--- config.mk ---
export PLATFORM = sky130hd
export DESIGN_NAME = led_blink_unit
export DESIGN_NICKNAME = d
export VERILOG_FILES = /design/src/rtl/led_blink_unit.sv
export SDC_FILE = /design/constraint.sdc
export NUM_CORES = 1
export LEC_CHECK = 0
export CORE_MARGIN = 8
export CORE_UTILIZATION = 42
export CTS_BUF_LIST = sky130_fd_sc_hd__clkbuf_4
export DETAILED_ROUTE_END_ITERATION = 10
export GPL_TIMING_DRIVEN = 0
export HOLD_SLACK_MARGIN = 0.1
export PLACE_DENSITY = 0.55
export SLEW_MARGIN = 30
export SYNTH_ARGS = -nofsm -noshare
export SYNTH_HDL_FRONTEND = slang
export SYNTH_SLANG_ARGS = --single-unit
--- constraint.sdc ---
create_clock -name clock -period 2.8 [get_ports clock]
set_input_delay 0.42 -clock clock [delete_from_list [all_inputs] [get_ports clock]]
set_output_delay 0.42 -clock clock [all_outputs]
set_load 0.1 [all_outputs]
--- src/rtl/led_blink_unit.sv ---
// LED blinker: four free-running square-wave generators, a 2-bit rate select
// and an enable gate feeding one registered LED output.
module led_blink_unit #(
    parameter int HALF_100HZ = 250_000,
    parameter int HALF_50HZ  = 500_000,
    parameter int HALF_10HZ  = 2_500_000,
    parameter int HALF_1HZ   = 25_000_000,
    parameter int CNT_W      = 25
) (
    input  logic clock,
    input  logic reset,
    input  logic enable,
    input  logic sw1,
    input  logic sw2,
    output logic led
);

    localparam logic [CNT_W-1:0] LAST_100 = CNT_W'(HALF_100HZ - 1);
    localparam logic [CNT_W-1:0] LAST_50  = CNT_W'(HALF_50HZ - 1);
    localparam logic [CNT_W-1:0] LAST_10  = CNT_W'(HALF_10HZ - 1);
    localparam logic [CNT_W-1:0] LAST_1   = CNT_W'(HALF_1HZ - 1);
    localparam logic [CNT_W-1:0] CNT_ONE  = CNT_W'(1);

    logic [CNT_W-1:0] cnt_100_q, cnt_100_d;
    logic [CNT_W-1:0] cnt_50_q,  cnt_50_d;
    logic [CNT_W-1:0] cnt_10_q,  cnt_10_d;
    logic [CNT_W-1:0] cnt_1_q,   cnt_1_d;
    logic             tog_100_q, tog_100_d;
    logic             tog_50_q,  tog_50_d;
    logic             tog_10_q,  tog_10_d;
    logic             tog_1_q,   tog_1_d;
    logic             led_q,     led_d;
    logic             sel_tog;

    // Each generator wraps on exact equality with its last count and flips its toggle.
    always_comb begin
        cnt_100_d = cnt_100_q + CNT_ONE;
        tog_100_d = tog_100_q;
        if (cnt_100_q == LAST_100) begin
            cnt_100_d = '0;
            tog_100_d = ~tog_100_q;
        end

        cnt_50_d = cnt_50_q + CNT_ONE;
        tog_50_d = tog_50_q;
        if (cnt_50_q == LAST_50) begin
            cnt_50_d = '0;
            tog_50_d = ~tog_50_q;
        end

        cnt_10_d = cnt_10_q + CNT_ONE;
        tog_10_d = tog_10_q;
        if (cnt_10_q == LAST_10) begin
            cnt_10_d = '0;
            tog_10_d = ~tog_10_q;
        end

        cnt_1_d = cnt_1_q + CNT_ONE;
        tog_1_d = tog_1_q;
        if (cnt_1_q == LAST_1) begin
            cnt_1_d = '0;
            tog_1_d = ~tog_1_q;
        end
    end

    always_comb begin
        sel_tog = tog_100_q;
        unique case ({sw1, sw2})
            2'b00:   sel_tog = tog_100_q;
            2'b01:   sel_tog = tog_50_q;
            2'b10:   sel_tog = tog_10_q;
            2'b11:   sel_tog = tog_1_q;
            default: sel_tog = tog_100_q;
        endcase
        led_d = enable & sel_tog;
    end

    always_ff @(posedge clock) begin
        if (reset) begin
            cnt_100_q <= '0;
            cnt_50_q  <= '0;
            cnt_10_q  <= '0;
            cnt_1_q   <= '0;
            tog_100_q <= 1'b0;
            tog_50_q  <= 1'b0;
            tog_10_q  <= 1'b0;
            tog_1_q   <= 1'b0;
            led_q     <= 1'b0;
        end else begin
            cnt_100_q <= cnt_100_d;
            cnt_50_q  <= cnt_50_d;
            cnt_10_q  <= cnt_10_d;
            cnt_1_q   <= cnt_1_d;
            tog_100_q <= tog_100_d;
            tog_50_q  <= tog_50_d;
            tog_10_q  <= tog_10_d;
            tog_1_q   <= tog_1_d;
            led_q     <= led_d;
        end
    end

    assign led = led_q;

endmodule

==> flow_summary.json, run 1 <==
{
  "synth_top_cell_by_area": "dfxtp_1",
  "antenna_found_initial": 0,
  "num_io_pins": 6,
  "vdd_drop_max_v": 0.000500,
  "numPortBuffers": 4,
  "cts_setup_buffers": 0,
  "rsz0062_at_grt": "no",
  "final_common_cell": "dfxtp_1",
  "fmax_mhz": 415,
  "die_x_um": 123,
  "post-place-ws_ns": 0.406,
  "fin_skew_ns": 0.0132,
  "maxCapViolCount": 0,
  "cts_tree": "done",
  "grt_usage": 0.138,
  "cp_max_fo": 1,
  "worstMarginPinSlew_ns": 0.986,
  "crit_path_end_kind": "output pin",
  "clockBufferDepth": 2,
  "vias": 4003,
  "ant_nets": 0,
  "gp_congestion": 0.791,
  "synth_cell_types": 35,
  "layout_common_cells": "dfxtp_1 (105), nor2_1 (67), a21oi_1 (48)",
  "core-area_mm2": 0.0113,
  "synth_area_leaders": "dfxtp_1 (44%), xnor2_1 (6.6%), nor2_1 (5.3%), a21oi_1 (5.0%), or3_1 (4.8%)",
  "netlist_area_mm2": 0.00479,
  "clk_root_buffer_cell": "clkbuf_4",
  "synth_warnings": 0,
  "fin_cells": 730,
  "die_h_um": 123,
  "cp-start-kind": "flip-flop",
  "grt_pass1_wl_um": 17000,
  "synth_top_area_frac": 0.439,
  "cts.sinks": 105,
  "row_count": 39,
  "clk_pin_slew_ns": 0.16,
  "layout-drive-gt1-share": 0.0494,
  "worst-path-stages": 1,
  "remaining_drc_errors": 0,
  "n_fill_cell": 1137,
  "finalSetupViolations": 0,
  "worst_ep_arrival_time_ns": 1.99,
  "r2r_cells": 6,
  "min_period_ns": 2.41,
  "grt_overflow": 0,
  "dr.first_iter.drc_count": 230,
  "cp_num_buf_inv": 1,
  "viasPerCell": 5.48,
  "cp_slowest_cell": "clkdlybuf4s50_1",
  "fin_setup_tns_ns": 0,
  "p_leak_nw": 1.49,
  "dp_hpwl_um": 6960,
  "finalWirelength_um": 9740,
  "cts_resized": 0,
  "grt_pass1_vias": 3698,
  "crit_family": "buffers and inverters",
  "seq_area_frac_synth": 0.439,
  "ys_ff_latch": 105,
  "min_period_over_period": 0.860,
  "status": "complete, no violations",
  "syn_nets": 576,
  "cp_cell_sequence": "clkdlybuf4s50_1",
  "drtPass1Iterations": 4,
  "die_area_mm2": 0.0151,
  "hold_path_depth": 2,
  "worst-setup-path-type": "reg2out",
  "hold_viol": 0,
  "p_per_area_mw_per_mm2": 464,
  "detail_route.wl_per_cell_um": 13.3,
  "slew_violations": 0,
  "syn_inst": 567,
  "fin_nets": 591,
  "numCtsBuffers": 9,
  "start_util": 0.425,
  "clk_latency_ns": 0.47,
  "grt_max_degree": 17,
  "postSynth.asyncResetShare": 0,
  "synth_edf_count": 0,
  "synth_ff_type": "dfxtp_1",
  "dpl.cell_count": 714,
  "antennaDiodeCount": 0,
  "holdCritPathClass": "in2reg",
  "synthToLayoutAreaGrowth_pct": 7.45,
  "avgSynthCellArea_um2": 8.44,
  "required_ns": 2.38,
  "setup_slack_ns": 0.391,
  "max_slew_margin": 0.341,
  "slowest_delay_ns": 1.15,
  "cts.htree.levels": 3,
  "ctsHoldBuffers": 0
}
synthesized netlist by cell type (2+ instances only):
master,n
dfxtp_1,105
nor2_1,67
a21oi_1,48
or3_1,37
nand3_1,36
o21ai_0,36
xnor2_1,36
nand2_1,29
nand4_1,22
inv_1,21
or4_1,19
nor4_1,13
clkbuf_1,12
o31ai_1,12
xor2_1,12
and4_1,10
nor3_1,10
buf_2,6
nor4b_1,5
and3_1,4
ha_1,4
o21bai_1,4
and2_1,3
nand3_2,2
nand4_2,2
nand4bb_1,2
or4_4,2
layer usage:
layer | vias to the layer above | wire, um | track usage | part of all wire
met5 | - | 0 | 0 | 0
met3 | 10 | 330 | 0.0423 | 0.034
li1 | 2086 | - | - | -
met1 | 1862 | 4840 | 0.173 | 0.50
met2 | 45 | 4450 | 0.222 | 0.46
met4 | 0 | 114 | 0.0480 | 0.012
cell type report:
class | count | area, um^2 | share of cell area
clock buffers | 11 | 82.6 | 0.0161
plain buffers | 19 | 86.3 | 0.0168
clock inverters | 5 | 55.1 | 0.0107
multi-input cells | 422 | 2520 | 0.490
flip-flops and latches | 105 | 2100 | 0.409
repair buffers | 4 | 40.0 | 0.00778
well taps | 143 | 179 | 0.0348
inverters | 21 | 78.8 | 0.0153
worst paths after layout:
kind / slack (ns) / from / to
max: 0.39 / led$_SDFF_PP0_ / led
min: 0.35 / reset / cnt_10_q[2]$_SDFF_PP0_
max reg2reg: 0.42 / cnt_10_q[0]$_SDFF_PP0_ / cnt_10_q[3]$_SDFF_PP0_
min reg2reg: 0.48 / cnt_10_q[0]$_SDFF_PP0_ / cnt_10_q[0]$_SDFF_PP0_
stage by stage:
stage	area, um^2	hold WS (ns)	utilization	power (mW)
2_1_floorplan	4790	0.430	-	1.60
3_3_place_gp	5010	0.444	0.444	1.63
3_5_place_dp	5010	0.456	0.444	1.63
4_1_cts	5140	0.308	0.456	2.43
5_1_grt	5140	0.331	0.456	2.50
6_report	5140	0.348	0.456	2.39
sequential cells by signal, indices dropped and copies added, names as in the netlist:
register and cells:
cnt_1_q 25, tog_10_q 1, tog_100_q 1, tog_1_q 1
cnt_50_q 25, tog_50_q 1, cnt_10_q 25, led 1
cnt_100_q 25
where the power goes:
group / leakage (nW) / internal (mW) / switching (mW) / total, mW
sequential: 0.848 / 1.51 / 0.0180 / 1.53
clock: 0.0765 / 0.293 / 0.498 / 0.790
combinational: 0.564 / 0.0238 / 0.0445 / 0.0683
logic make-up (layout without fill, tap and decap cells):
| group | count (synthesis) | in the layout | share of synthesized area |
|---|---|---|---|
| AO/OA/AOI/OAI | 102 | 102 | 0.116 |
| XOR/XNOR | 48 | 48 | 0.0878 |
| adder cells (fa/ha/maj) | 4 | 4 | 0.0105 |
| buffers and inverters | 40 | 60 | 0.0345 |
| flip-flops | 105 | 105 | 0.439 |
| multiplexers | 1 | 1 | 0.00209 |
| AND/OR/NAND/NOR | 267 | 267 | 0.310 |
Power figures use the tool's default switching activity.
==> inputs of run 2 (changes only) <==
--- a/config.mk
+++ b/config.mk
@@ -9,6 +9,7 @@
 export CORE_UTILIZATION = 42
 export CTS_BUF_LIST = sky130_fd_sc_hd__clkbuf_4
 export DETAILED_ROUTE_END_ITERATION = 10
+export GPL_ROUTABILITY_DRIVEN = 0
 export GPL_TIMING_DRIVEN = 0
 export HOLD_SLACK_MARGIN = 0.1
 export PLACE_DENSITY = 0.55
==> results of run 2 <==
Final layout, timing and power as in run 1 (identical DEF).
==> inputs of run 3 (changes only) <==
--- a/config.mk
+++ b/config.mk
@@ -8,11 +8,13 @@
 export CORE_MARGIN = 8
 export CORE_UTILIZATION = 42
 export CTS_BUF_LIST = sky130_fd_sc_hd__clkbuf_4
+export CTS_CLUSTER_DIAMETER = 30
 export DETAILED_ROUTE_END_ITERATION = 10
+export DONT_BUFFER_PORTS = 1
 export GPL_ROUTABILITY_DRIVEN = 0
 export GPL_TIMING_DRIVEN = 0
 export HOLD_SLACK_MARGIN = 0.1
-export PLACE_DENSITY = 0.55
+export PLACE_DENSITY = 0.54
 export SLEW_MARGIN = 30
 export SYNTH_ARGS = -nofsm -noshare
 export SYNTH_HDL_FRONTEND = slang
==> run 3 against run 2 <==
Final cell count decreased by 0.41%. Setup slack better by 0.046 ns. Global-route usage is 0.18 points lower. Highest routed layer unchanged. Critical path type is now reg2reg.
==> flow_summary.json, run 3 (synthesis results as in run 1) <==
{
  "status": "complete, no violations",
  "grt.met3_usage": 0.0451,
  "r2r_cells": 6,
  "required_ns": 3.19,
  "fmax_mhz": 423,
  "worst_ep_arrival_time_ns": 2.75,
  "min_period_ns": 2.36,
  "grt_util_met1": 0.174,
  "hold_path.startpoint": "enable",
  "synthToLayoutAreaGrowth_pct": 6.95,
  "numCtsBuffers": 9,
  "detail_route.wl_per_cell_um": 13.5,
  "r2r-start": "cnt_10_q[0]$_SDFF_PP0_",
  "cp_cell_sequence": "ha_1, nand3_2, or4_1, o21bai_1, buf_2, nor2_1",
  "worst-setup-path-type": "reg2reg",
  "p_per_area_mw_per_mm2": 470,
  "finalWirelength_um": 9820,
  "cp_slowest_cell": "or4_1",
  "layout-drive-gt1-share": 0.0531,
  "antennaDiodeCount": 0,
  "slowest_delay_ns": 0.61,
  "crit_path_end_kind": "flip-flop",
  "fin_setup_tns_ns": 0,
  "holdWs_ns": 0.171,
  "worstMarginPinSlew_ns": 0.930,
  "dp_hpwl_um": 6860,
  "fin_skew_ns": 0.0204,
  "cp-start-kind": "flip-flop",
  "num_io_pins": 6,
  "viasPerCell": 5.45,
  "power.total_mw": 2.41,
  "numPortBuffers": 0,
  "die_area_mm2": 0.0151,
  "grt_pass1_wl_um": 16800,
  "crit_family": "simple AND/OR/NAND/NOR gates",
  "cts.htree.levels": 3,
  "cts.sinks": 105,
  "grt_pass1_vias": 3572,
  "max_slew_margin": 0.379,
  "die_x_um": 123,
  "layout_common_cells": "dfxtp_1 (105), nor2_1 (67), a21oi_1 (48)",
  "holdCritPathClass": "in2reg",
  "drtPass1Iterations": 4,
  "start_util": 0.425,
  "vdd_drop_max_v": 0.000303,
  "setup_slack_ns": 0.437,
  "clockBufferDepth": 2,
  "crit_path_start": "cnt_10_q[0]$_SDFF_PP0_",
  "remaining_drc_errors": 0,
  "endpoint": "cnt_10_q[7]$_SDFF_PP0_",
  "p_leak_nw": 1.48,
  "finalSetupViolations": 0,
  "slew_violations": 0,
  "grt_max_degree": 18,
  "n_fill_cell": 1139,
  "dr.first_iter.drc_count": 194,
  "grt_overflow": 0,
  "cp_num_buf_inv": 1,
  "die_h_um": 123,
  "cts_resized": 0,
  "maxCapViolCount": 0,
  "ant_nets": 0,
  "reg2reg_to": "cnt_10_q[7]$_SDFF_PP0_",
  "final_common_cell": "dfxtp_1",
  "cts_tree": "done",
  "worst-path-stages": 6,
  "antenna_found_initial": 0,
  "grt_usage": 0.137,
  "top_usage_layer": "met2",
  "gr-usage-met2": 0.215,
  "fin_util": 0.454,
  "rsz0062_at_grt": "no",
  "cts_setup_buffers": 0,
  "post-place-ws_ns": 0.444,
  "core-area_mm2": 0.0113,
  "fin_nets": 588,
  "clk_pin_slew_ns": 0.17,
  "hold_viol": 0,
  "reg2reg_setup_slack_ns": 0.44,
  "min_period_over_period": 0.844,
  "clk_root_buffer_cell": "clkbuf_4",
  "vias": 3965,
  "cp_max_fo": 10,
  "row_count": 39,
  "clk_latency_ns": 0.49
}
-- run 3: area by class of cell --
type                    count  area (um^2)  area share
well taps                 143          179      0.0349
multi-input cells         422         2520       0.492
inverters                  21         78.8      0.0154
flip-flops and latches    105         2100       0.411
clock buffers              10         75.1      0.0147
repair buffers              1         10.0     0.00196
plain buffers              19         86.3      0.0169
clock inverters             6         68.8      0.0134
-- run 3: metrics by stage --
step	cells	instance area [um^2]
2_1_floorplan	567	4790
3_3_place_gp	710	4970
3_5_place_dp	710	4970
4_1_cts	727	5120
5_1_grt	727	5120
6_report	727	5120
-- run 3: metal layers --
layer	part of all wire	routed length (um)	vias to the layer above
met2	0.45	4410	31
met3	0.036	349	11
met5	0	0	-
met1	0.50	4950	1842
met4	0.011	109	0
li1	-	-	2081
-- run 3: what timing repair did --
item | in CTS | in global routing
hold endpoints to repair | 1 | 0
endpoints found under the setup margin | 0 | 0
hold buffers | 1 | 0
-- run 3: worst register-to-register path, stage by stage (launching register included) --
cell and delay (ns):
dfxtp_1 0.41, ha_1 0.21, nand3_2 0.19, or4_1 0.61
o21bai_1 0.44, buf_2 0.33, nor2_1 0.07
-- run 3: worst min-delay path by stage --
| stage | slack (ns) | end | cells after the start |
|---|---|---|---|
| 2_1_floorplan | 0.43 | cnt_10_q[0]$_SDFF_PP0_ | 1 |
| 3_3_place_gp | 0.44 | cnt_10_q[0]$_SDFF_PP0_ | 1 |
| 3_5_place_dp | 0.46 | cnt_10_q[0]$_SDFF_PP0_ | 1 |
| 4_1_cts | 0.14 | led$_SDFF_PP0_ | 2 |
| 5_1_grt | 0.15 | led$_SDFF_PP0_ | 2 |
| 6_report | 0.17 | led$_SDFF_PP0_ | 2 |
-- run 3: power breakdown --
group          leakage [nW]  total (mW)  internal [mW]  switching, mW
combinational         0.553      0.0602         0.0205         0.0397
sequential            0.848        1.53           1.51         0.0214
clock                0.0766       0.816          0.286          0.531
